## src/rtl/arp_tx_engine_pkg.sv

```systemverilog
// ============================================================================
// Module   : arp_pkg
// Purpose  : ARP field constants, frame lengths and scheduler state encoding.
// Revision : 1.0  initial release
// ============================================================================
`default_nettype none

package arp_pkg;

   localparam logic [15:0] ETHERTYPE_ARP = 16'h0806;
   localparam logic [15:0] HTYPE_ETH     = 16'h0001;
   localparam logic [15:0] PTYPE_IPV4    = 16'h0800;
   localparam logic [15:0] OPER_REQ      = 16'h0001;
   localparam logic [15:0] OPER_REP      = 16'h0002;

   localparam int ARP_LEN     = 42;
   localparam int ETH_MIN_LEN = 60;

   typedef enum logic [0:0] {
      ST_IDLE = 1'b0,
      ST_SEND = 1'b1
   } arp_state_e;

   function automatic int max_int(input int a, input int b);
      return (a > b) ? a : b;
   endfunction

endpackage

`default_nettype wire

```

## src/rtl/arp_tx_engine_if.sv

```systemverilog
// ============================================================================
// Module   : arp_tx_engine_if
// Purpose  : Byte-width-generic packet stream with valid/ready and empty count.
// Revision : 1.0  initial release
// ============================================================================
`default_nettype none

interface arp_tx_engine_if #(
   parameter int DATA_W = 16,
   parameter int MTY_W  = (DATA_W > 8) ? $clog2(DATA_W / 8) : 1
);
   logic [DATA_W-1:0] tx_arp_data;
   logic              tx_arp_vld;
   logic              tx_arp_sop;
   logic              tx_arp_eop;
   logic [MTY_W-1:0]  tx_arp_mty;
   logic              tx_arp_rdy;

   modport master (
      output tx_arp_data, tx_arp_vld, tx_arp_sop, tx_arp_eop, tx_arp_mty,
      input  tx_arp_rdy
   );

   modport slave (
      input  tx_arp_data, tx_arp_vld, tx_arp_sop, tx_arp_eop, tx_arp_mty,
      output tx_arp_rdy
   );
endinterface

`default_nettype wire

```

## src/rtl/arp_tx_engine_ack_fifo.sv

```systemverilog
// ============================================================================
// Module   : arp_ack_fifo
// Purpose  : Pending-reply queue; a push into a full queue succeeds only when
//            a pop happens in the same cycle, otherwise it is dropped.
// Revision : 1.0  initial release
// ============================================================================
`default_nettype none

module arp_ack_fifo
   import arp_pkg::*;
#(
   parameter int WIDTH = 80,
   parameter int DEPTH = 4
) (
   input  wire logic             clk,
   input  wire logic             rst,
   input  wire logic             push,
   input  wire logic [WIDTH-1:0] din,
   input  wire logic             pop,
   output logic      [WIDTH-1:0] dout,
   output logic                  full,
   output logic                  empty,
   output logic                  drop
);
   localparam int c_PTR_W = $clog2(DEPTH);

   logic [WIDTH-1:0]   r_mem [DEPTH];
   logic [c_PTR_W-1:0] r_wr_ptr;
   logic [c_PTR_W-1:0] r_rd_ptr;
   logic [c_PTR_W:0]   r_count;
   logic               r_drop;
   logic               w_pop_ok;
   logic               w_push_ok;

   assign full      = (r_count == (c_PTR_W+1)'(DEPTH));
   assign empty     = (r_count == '0);
   assign w_pop_ok  = pop && !empty;
   assign w_push_ok = push && (!full || w_pop_ok);
   assign dout      = r_mem[r_rd_ptr];
   assign drop      = r_drop;

   always_ff @(posedge clk) begin
      if (w_push_ok) begin
         r_mem[r_wr_ptr] <= din;
      end
   end

   always_ff @(posedge clk) begin
      if (rst) begin
         r_wr_ptr <= '0;
         r_rd_ptr <= '0;
         r_count  <= '0;
         r_drop   <= 1'b0;
      end else begin
         r_drop <= push && !w_push_ok;
         if (w_push_ok) begin
            r_wr_ptr <= r_wr_ptr + c_PTR_W'(1);
         end
         if (w_pop_ok) begin
            r_rd_ptr <= r_rd_ptr + c_PTR_W'(1);
         end
         unique case ({w_push_ok, w_pop_ok})
            2'b10:   r_count <= r_count + (c_PTR_W+1)'(1);
            2'b01:   r_count <= r_count - (c_PTR_W+1)'(1);
            default: r_count <= r_count;
         endcase
      end
   end

endmodule

`default_nettype wire

```

## src/rtl/arp_tx_engine.sv

```systemverilog
// ============================================================================
// Module   : arp_tx_engine
// Purpose  : Periodic/on-demand ARP request and queued ARP reply transmitter.
//            Define ARP_PAD_EN to pad frames to the Ethernet minimum length.
// Revision : 1.0  initial release
// ============================================================================
`default_nettype none

module arp_tx_engine
   import arp_pkg::*;
#(
   parameter int DATA_W     = 16,
   parameter int MAC_ADDR_W = 48,
   parameter int IP_ADDR_W  = 32,
   parameter int REQ_PERIOD = 100000000,
   parameter int ACK_DEPTH  = 4,
   parameter int MTY_W      = (DATA_W > 8) ? $clog2(DATA_W / 8) : 1
) (
   input  wire logic                  clk,
   input  wire logic                  rst,
   input  wire logic [MAC_ADDR_W-1:0] cfg_mac_s,
   input  wire logic [IP_ADDR_W-1:0]  cfg_sip,
   input  wire logic [IP_ADDR_W-1:0]  cfg_dip,
   input  wire logic                  req_en,
   input  wire logic                  resolved,
   input  wire logic                  ack_en,
   input  wire logic [MAC_ADDR_W-1:0] ack_mac_d,
   input  wire logic [IP_ADDR_W-1:0]  ack_ip_d,
   output logic                       ack_drop,
   arp_tx_engine_if.master            tx
);
   localparam int c_BYTES     = DATA_W / 8;
   localparam int c_CONT_BITS = 4*MAC_ADDR_W + 2*IP_ADDR_W + 80;
   localparam int c_CONT_LEN  = c_CONT_BITS / 8;
`ifdef ARP_PAD_EN
   localparam int c_LEN       = max_int(c_CONT_LEN, ETH_MIN_LEN);
`else
   localparam int c_LEN       = c_CONT_LEN;
`endif
   localparam int c_BEATS     = (c_LEN + c_BYTES - 1) / c_BYTES;
   localparam int c_MTY       = c_BEATS*c_BYTES - c_LEN;
   localparam int c_FRAME_W   = c_BEATS * DATA_W;
   localparam int c_IDX_W     = (c_BEATS > 1) ? $clog2(c_BEATS) : 1;
   localparam int c_TMR_W     = (REQ_PERIOD > 1) ? $clog2(REQ_PERIOD) : 1;
   localparam int c_ENTRY_W   = MAC_ADDR_W + IP_ADDR_W;

   localparam logic [7:0]       c_HLEN    = 8'(MAC_ADDR_W / 8);
   localparam logic [7:0]       c_PLEN    = 8'(IP_ADDR_W / 8);
   localparam logic [MTY_W-1:0] c_MTY_V   = MTY_W'(c_MTY);
   localparam logic [0:0]       c_ST_IDLE = ST_IDLE;
   localparam logic [0:0]       c_ST_SEND = ST_SEND;

   logic [0:0]            r_state;
   logic [c_TMR_W-1:0]    r_tmr;
   logic                  r_req_pend;
   logic [c_FRAME_W-1:0]  r_frame;
   logic [c_IDX_W-1:0]    r_idx;
   logic                  r_vld;
   logic                  r_sop;
   logic                  r_eop;
   logic [MTY_W-1:0]      r_mty;

   logic                  w_wrap;
   logic                  w_fifo_full;
   logic                  w_fifo_empty;
   logic [c_ENTRY_W-1:0]  w_fifo_dout;
   logic [MAC_ADDR_W-1:0] w_q_mac;
   logic [IP_ADDR_W-1:0]  w_q_ip;
   logic                  w_reply;
   logic                  w_launch;
   logic                  w_pop;
   logic                  w_req_set;
   logic                  w_req_clr;
   logic [MAC_ADDR_W-1:0] w_dmac;
   logic [MAC_ADDR_W-1:0] w_tha;
   logic [IP_ADDR_W-1:0]  w_tpa;
   logic [15:0]           w_oper;
   logic [c_FRAME_W-1:0]  w_frame;

   arp_ack_fifo #(
      .WIDTH (c_ENTRY_W),
      .DEPTH (ACK_DEPTH)
   ) u_ack_fifo (
      .clk   (clk),
      .rst   (rst),
      .push  (ack_en),
      .din   ({ack_mac_d, ack_ip_d}),
      .pop   (w_pop),
      .dout  (w_fifo_dout),
      .full  (w_fifo_full),
      .empty (w_fifo_empty),
      .drop  (ack_drop)
   );

   assign {w_q_mac, w_q_ip} = w_fifo_dout;

   // Replies win over a pending request; a request launch consumes req_pend.
   assign w_reply   = !w_fifo_empty;
   assign w_launch  = (r_state == c_ST_IDLE) && (w_reply || r_req_pend);
   assign w_pop     = w_launch && w_reply;
   assign w_req_clr = w_launch && !w_reply;
   assign w_wrap    = (r_tmr == c_TMR_W'(REQ_PERIOD - 1));
   assign w_req_set = req_en || (w_wrap && !resolved);

   assign w_dmac = w_reply ? w_q_mac : '1;
   assign w_tha  = w_reply ? w_q_mac : '0;
   assign w_tpa  = w_reply ? w_q_ip  : cfg_dip;
   assign w_oper = w_reply ? OPER_REP : OPER_REQ;

   // Frame is left-aligned so beats leave MSB-first; the tail stays zero.
   always_comb begin
      w_frame = '0;
      w_frame[c_FRAME_W-1 -: c_CONT_BITS] = {w_dmac, cfg_mac_s, ETHERTYPE_ARP,
         HTYPE_ETH, PTYPE_IPV4, c_HLEN, c_PLEN, w_oper,
         cfg_mac_s, cfg_sip, w_tha, w_tpa};
   end

   always_ff @(posedge clk) begin
      if (rst) begin
         r_tmr      <= '0;
         r_req_pend <= 1'b0;
      end else begin
         r_tmr      <= w_wrap ? '0 : r_tmr + c_TMR_W'(1);
         r_req_pend <= w_req_set ? 1'b1 : (w_req_clr ? 1'b0 : r_req_pend);
      end
   end

   always_ff @(posedge clk) begin
      if (rst) begin
         r_state <= c_ST_IDLE;
         r_frame <= '0;
         r_idx   <= '0;
         r_vld   <= 1'b0;
         r_sop   <= 1'b0;
         r_eop   <= 1'b0;
         r_mty   <= '0;
      end else if (r_state == c_ST_IDLE) begin
         if (w_launch) begin
            r_state <= c_ST_SEND;
            r_frame <= w_frame;
            r_idx   <= '0;
            r_vld   <= 1'b1;
            r_sop   <= 1'b1;
            r_eop   <= (c_BEATS == 1);
            r_mty   <= (c_BEATS == 1) ? c_MTY_V : '0;
         end
      end else if (tx.tx_arp_rdy) begin
         if (r_eop) begin
            r_state <= c_ST_IDLE;
            r_frame <= '0;
            r_vld   <= 1'b0;
            r_sop   <= 1'b0;
            r_eop   <= 1'b0;
            r_mty   <= '0;
         end else begin
            r_frame <= r_frame << DATA_W;
            r_idx   <= r_idx + c_IDX_W'(1);
            r_sop   <= 1'b0;
            r_eop   <= (r_idx == c_IDX_W'(c_BEATS - 2));
            r_mty   <= (r_idx == c_IDX_W'(c_BEATS - 2)) ? c_MTY_V : '0;
         end
      end
   end

   assign tx.tx_arp_data = r_frame[c_FRAME_W-1 -: DATA_W];
   assign tx.tx_arp_vld  = r_vld;
   assign tx.tx_arp_sop  = r_sop;
   assign tx.tx_arp_eop  = r_eop;
   assign tx.tx_arp_mty  = r_mty;

endmodule

`default_nettype wire

```

## src/flat_wrapper.sv

```systemverilog
// flat-port wrapper written by rule: the top's interface ports become plain ports
module arp_tx_engine_flat import arp_pkg::*;
#(
   parameter int DATA_W     = 16,
   parameter int MAC_ADDR_W = 48,
   parameter int IP_ADDR_W  = 32,
   parameter int REQ_PERIOD = 100000000,
   parameter int ACK_DEPTH  = 4,
   parameter int MTY_W      = (DATA_W > 8) ? $clog2(DATA_W / 8) : 1
)
  (clk, rst, cfg_mac_s, cfg_sip, cfg_dip, req_en, resolved, ack_en, ack_mac_d, ack_ip_d, ack_drop, tx_tx_arp_data, tx_tx_arp_vld, tx_tx_arp_sop, tx_tx_arp_eop, tx_tx_arp_mty, tx_tx_arp_rdy);
  arp_tx_engine_if #(.DATA_W(DATA_W), .MTY_W(MTY_W)) tx_i ();
  input  wire logic clk;
  input  wire logic rst;
  input  wire logic [MAC_ADDR_W-1:0] cfg_mac_s;
  input  wire logic [IP_ADDR_W-1:0] cfg_sip;
  input  wire logic [IP_ADDR_W-1:0] cfg_dip;
  input  wire logic req_en;
  input  wire logic resolved;
  input  wire logic ack_en;
  input  wire logic [MAC_ADDR_W-1:0] ack_mac_d;
  input  wire logic [IP_ADDR_W-1:0] ack_ip_d;
  output logic ack_drop;
  output wire logic [$bits(tx_i.tx_arp_data)-1:0] tx_tx_arp_data;
  output wire logic [$bits(tx_i.tx_arp_vld)-1:0] tx_tx_arp_vld;
  output wire logic [$bits(tx_i.tx_arp_sop)-1:0] tx_tx_arp_sop;
  output wire logic [$bits(tx_i.tx_arp_eop)-1:0] tx_tx_arp_eop;
  output wire logic [$bits(tx_i.tx_arp_mty)-1:0] tx_tx_arp_mty;
  input wire logic [$bits(tx_i.tx_arp_rdy)-1:0] tx_tx_arp_rdy;
  assign tx_tx_arp_data = tx_i.tx_arp_data;
  assign tx_tx_arp_vld = tx_i.tx_arp_vld;
  assign tx_tx_arp_sop = tx_i.tx_arp_sop;
  assign tx_tx_arp_eop = tx_i.tx_arp_eop;
  assign tx_tx_arp_mty = tx_i.tx_arp_mty;
  assign tx_i.tx_arp_rdy = tx_tx_arp_rdy;
  arp_tx_engine #(.DATA_W(DATA_W), .MAC_ADDR_W(MAC_ADDR_W), .IP_ADDR_W(IP_ADDR_W), .REQ_PERIOD(REQ_PERIOD), .ACK_DEPTH(ACK_DEPTH), .MTY_W(MTY_W)) u_core (.clk(clk), .rst(rst), .cfg_mac_s(cfg_mac_s), .cfg_sip(cfg_sip), .cfg_dip(cfg_dip), .req_en(req_en), .resolved(resolved), .ack_en(ack_en), .ack_mac_d(ack_mac_d), .ack_ip_d(ack_ip_d), .ack_drop(ack_drop), .tx(tx_i));
endmodule
```

## config.mk

```make
export PLATFORM = sky130hd
export DESIGN_NAME = arp_tx_engine_flat
export DESIGN_NICKNAME = d
export VERILOG_FILES = /design/src/rtl/arp_tx_engine_pkg.sv /design/src/rtl/arp_tx_engine_if.sv /design/src/rtl/arp_tx_engine_ack_fifo.sv /design/src/rtl/arp_tx_engine.sv /design/src/flat_wrapper.sv
export SDC_FILE = /design/constraint.sdc
export NUM_CORES = 1
export LEC_CHECK = 0
export BUFFER_PORTS_ARGS = -buffer_cell sky130_fd_sc_hd__buf_2
export CAP_MARGIN = 20
export CELL_PAD_IN_SITES_DETAIL_PLACEMENT = 1
export CELL_PAD_IN_SITES_GLOBAL_PLACEMENT = 1
export CORE_MARGIN = 10
export CORE_UTILIZATION = 53
export DETAILED_ROUTE_END_ITERATION = 10
export PLACE_DENSITY_LB_ADDON = 0.3
export SYNTH_ARGS = -nofsm -noshare
export SYNTH_HDL_FRONTEND = slang
export SYNTH_SLANG_ARGS = --single-unit
```

## constraint.sdc

```tcl
create_clock -name clk -period 9.9 [get_ports clk]
set_clock_uncertainty 0.15 [all_clocks]
set_input_delay 0.495 -clock clk [delete_from_list [all_inputs] [get_ports clk]]
set_output_delay 0.495 -clock clk [all_outputs]
set_load 0.02 [all_outputs]
```

==> out/metrics.yaml <==
syn_area_per_cell_sq_um: 12.5
io_pins: 219
cp.required_ps: 10280
cts_tree: "yes"
initial_core_util: 0.536
crit_chain: "inv_4 -> a21o_4 -> buf_4 -> buf_4 -> a222oi_1 -> nor2_1"
final_cells: 3140
clk_latency_ps: 620
mostFrequentLayoutCells: "dfxtp_1 (379), edfxtp_1 (320), nor2_1 (263)"
postPlaceCellArea_sq_um: 28700
grt_pass1_wl_um: 127000
worstSetupPathType: "reg2reg"
post_drt_via_cell_ratio: 6.41
max_slew_margin: 0.152
layout_min_cycle_time_ps: 3780
setup_viol: 0
clockRootBuffer: "clkbuf_16"
p_int_mw: 5.98
drcViolationCount: 0
fmax_mhz: 265
grt_overflow: 0
crit_path_end_kind: "flop"
area_delta_synth_final_pct: 15.6
rsz0062_at_grt: "false"
crit_path_max_incr_delay_ps: 840
die-area_sq_um: 61500
fin_tns_setup_ps: 0
h-tree-depth: 3
fillCellCount: 5088
finalHoldViolCount: 0
syn-num-nets: 2415
post_cts_buffers: 0
globalplace.congestion: 0.800
synth-edff-count: 320
fin_area_sq_um: 31900
wirelength_um: 85000
yosysWarnings: 0
seq_area_frac_synth: 0.627
drv_slew: 0
synth_area_sq_um: 27600
grt.total_usage: 0.269
start_kind: "flop"
multiInputGateArea_sq_um: 9180
holdCritPathClass: "in2reg"
maxCapViolCount: 0
ys_ff_latch: 703
routedWlPerCell_um: 27.1
die_x_um: 248
dp_hpwl_um: 51600
switching_power_mw: 3.25
clk_path_buf_depth: 3
clkTransAtPathRegs_ps: 60
seqPwrFrac: 0.440
dp.cells: 2914
io_buffers: 217
final_nets: 2607
clock_sinks: 703
drive_above_1_share: 0.175
total_power_mw: 9.23
p_leak_nw: 11.1
core-area_sq_um: 51400
grt_pass1_vias: 20800
p_per_area_nw_per_um2: 290
crit_fanout: 94
period_share: 0.382
grt_max_degree: 209
combPwrFrac: 0.278
dr.pass1.iters: 6
antenna_found_initial: 8
dominantRegCellSynth: "dfxtp_1"
swShare: 0.352
postRouteAntennaNets: 0
drt-initial-drc-count: 2189
cp_data_arrival_time_ps: 4160
cp_common_cell: "buf_4"
register_area_sq_um: 17300
worstMarginPinSlew_ps: 1270
crit_slowest_cell: "buf_4"
async_flop_share: 0
peakVddDrop_uv: 211
cts_made_buffers: 73
synthCells: 2210
vias: 20100
die_y_um: 248
outcome: "complete, no violations"
final_common_cell: "dfxtp_1"
std_cell_rows: 83
clkPwrFrac: 0.282
synth_cell_types: 59
-- critical path: cells and delay by family, from the launching register on --
kind / cells / cell delay, ps
and+or+nand+nor: 1 / 140
DFF: 1 / 490
buffers and inverters: 3 / 2090
AOI/OAI and AO/OA: 2 / 720
-- path summary, 6_finish.rpt --
| check | slack (ps) | from | cells after the start | endpoint |
|---|---|---|---|---|
| setup / recovery | 6120 | u_core.r_state | 6 | u_core.r_frame[277] |
| hold reg to reg | 310 | u_core.r_frame[185] | 2 | u_core.r_frame[185] |
| setup reg to reg | 6120 | u_core.r_state | 6 | u_core.r_frame[277] |
| hold / removal | 20 | cfg_sip[9] | 3 | u_core.r_frame[89] |
-- power by group through the flow --
stage	Combinational [mW]	Clock (mW)	Sequential, mW
floorplan	1.92	0	3.85
global placement	2.33	0	4.05
detailed placement	2.44	0	4.09
CTS	2.52	2.61	4.04
global route	2.76	2.75	4.09
finish	2.57	2.60	4.06
-- registers in the layout (all words and copies together), names as in the netlist, 2 cells and up, named ones only --
| register | count |
|---|---|
| u_core.u_ack_fifo.r_count | 3 |
| u_core.u_ack_fifo.r_wr_ptr | 2 |
| u_core.r_frame | 336 |
| u_core.u_ack_fifo.r_rd_ptr | 2 |
| u_core.r_idx | 5 |
| u_core.r_tmr | 27 |
| u_core.u_ack_fifo.r_mem | 320 |
-- logic make-up (layout without fill, tap and decap cells) --
logic type                 after synthesis  in the layout  share of synthesized area
adders and majority gates                7              7                    0.00345
and+or+nand+nor                        591            591                      0.100
other                                    1              8                   0.000136
xor gates and xnor gates                16             16                    0.00508
AOI/OAI and AO/OA                      553            553                      0.145
muxes                                   97             97                     0.0763
DFF                                    703            703                      0.627
buffers and inverters                  242            485                     0.0429
-- metal layers --
| metal | vias up | routed length [um] | global-route usage |
|---|---|---|---|
| li1 | 8829 | - | - |
| met5 | - | 13 | 0 |
| met2 | 832 | 43300 | 0.464 |
| met4 | 2 | 2450 | 0.0839 |
| met1 | 10300 | 33400 | 0.343 |
| met3 | 149 | 5830 | 0.0442 |
-- metrics by stage --
stage	setup WS, ps	hold WS [ps]	util
floorplan	6700	276	-
global placement	6300	286	0.558
detailed placement	6230	298	0.558
CTS	6190	0.00172	0.619
global route	5910	15.6	0.620
finish	6120	15.2	0.620
-- cells in the mapped netlist (39+ instances only) --
master,count,share of area
a21oi_1,80,0.015
a221oi_1,49,0.016
a222oi_1,39,0.014
a22oi_1,70,0.019
a311oi_1,68,0.022
buf_2,52,0.0094
clkbuf_1,103,0.014
dfxtp_1,383,0.28
edfxtp_1,320,0.35
mux4_2,51,0.042
nand2_1,150,0.020
nand3b_1,67,0.018
nor2_1,266,0.036
o21ai_0,78,0.014
o22ai_1,48,0.011
o2bb2ai_1,47,0.015
-- layout make-up --
class,count,share of cell area
Clock buffer,102,0.0634
Timing Repair Buffer,332,0.0695
Sequential cell,703,0.543
Clock inverter,24,0.00597
Antenna cell,7,0.000550
Inverter,27,0.00326
Tap cell,680,0.0267
Multi-Input combinational cell,1265,0.288
-- timing repair --
action | 4_1_cts | 5_1_grt
hold endpoints to repair | 332 | 0
endpoints found under the setup margin | 0 | 0
gates resized for setup | 0 | 0
hold buffers | 92 | 0
Power figures use the tool's default switching activity.
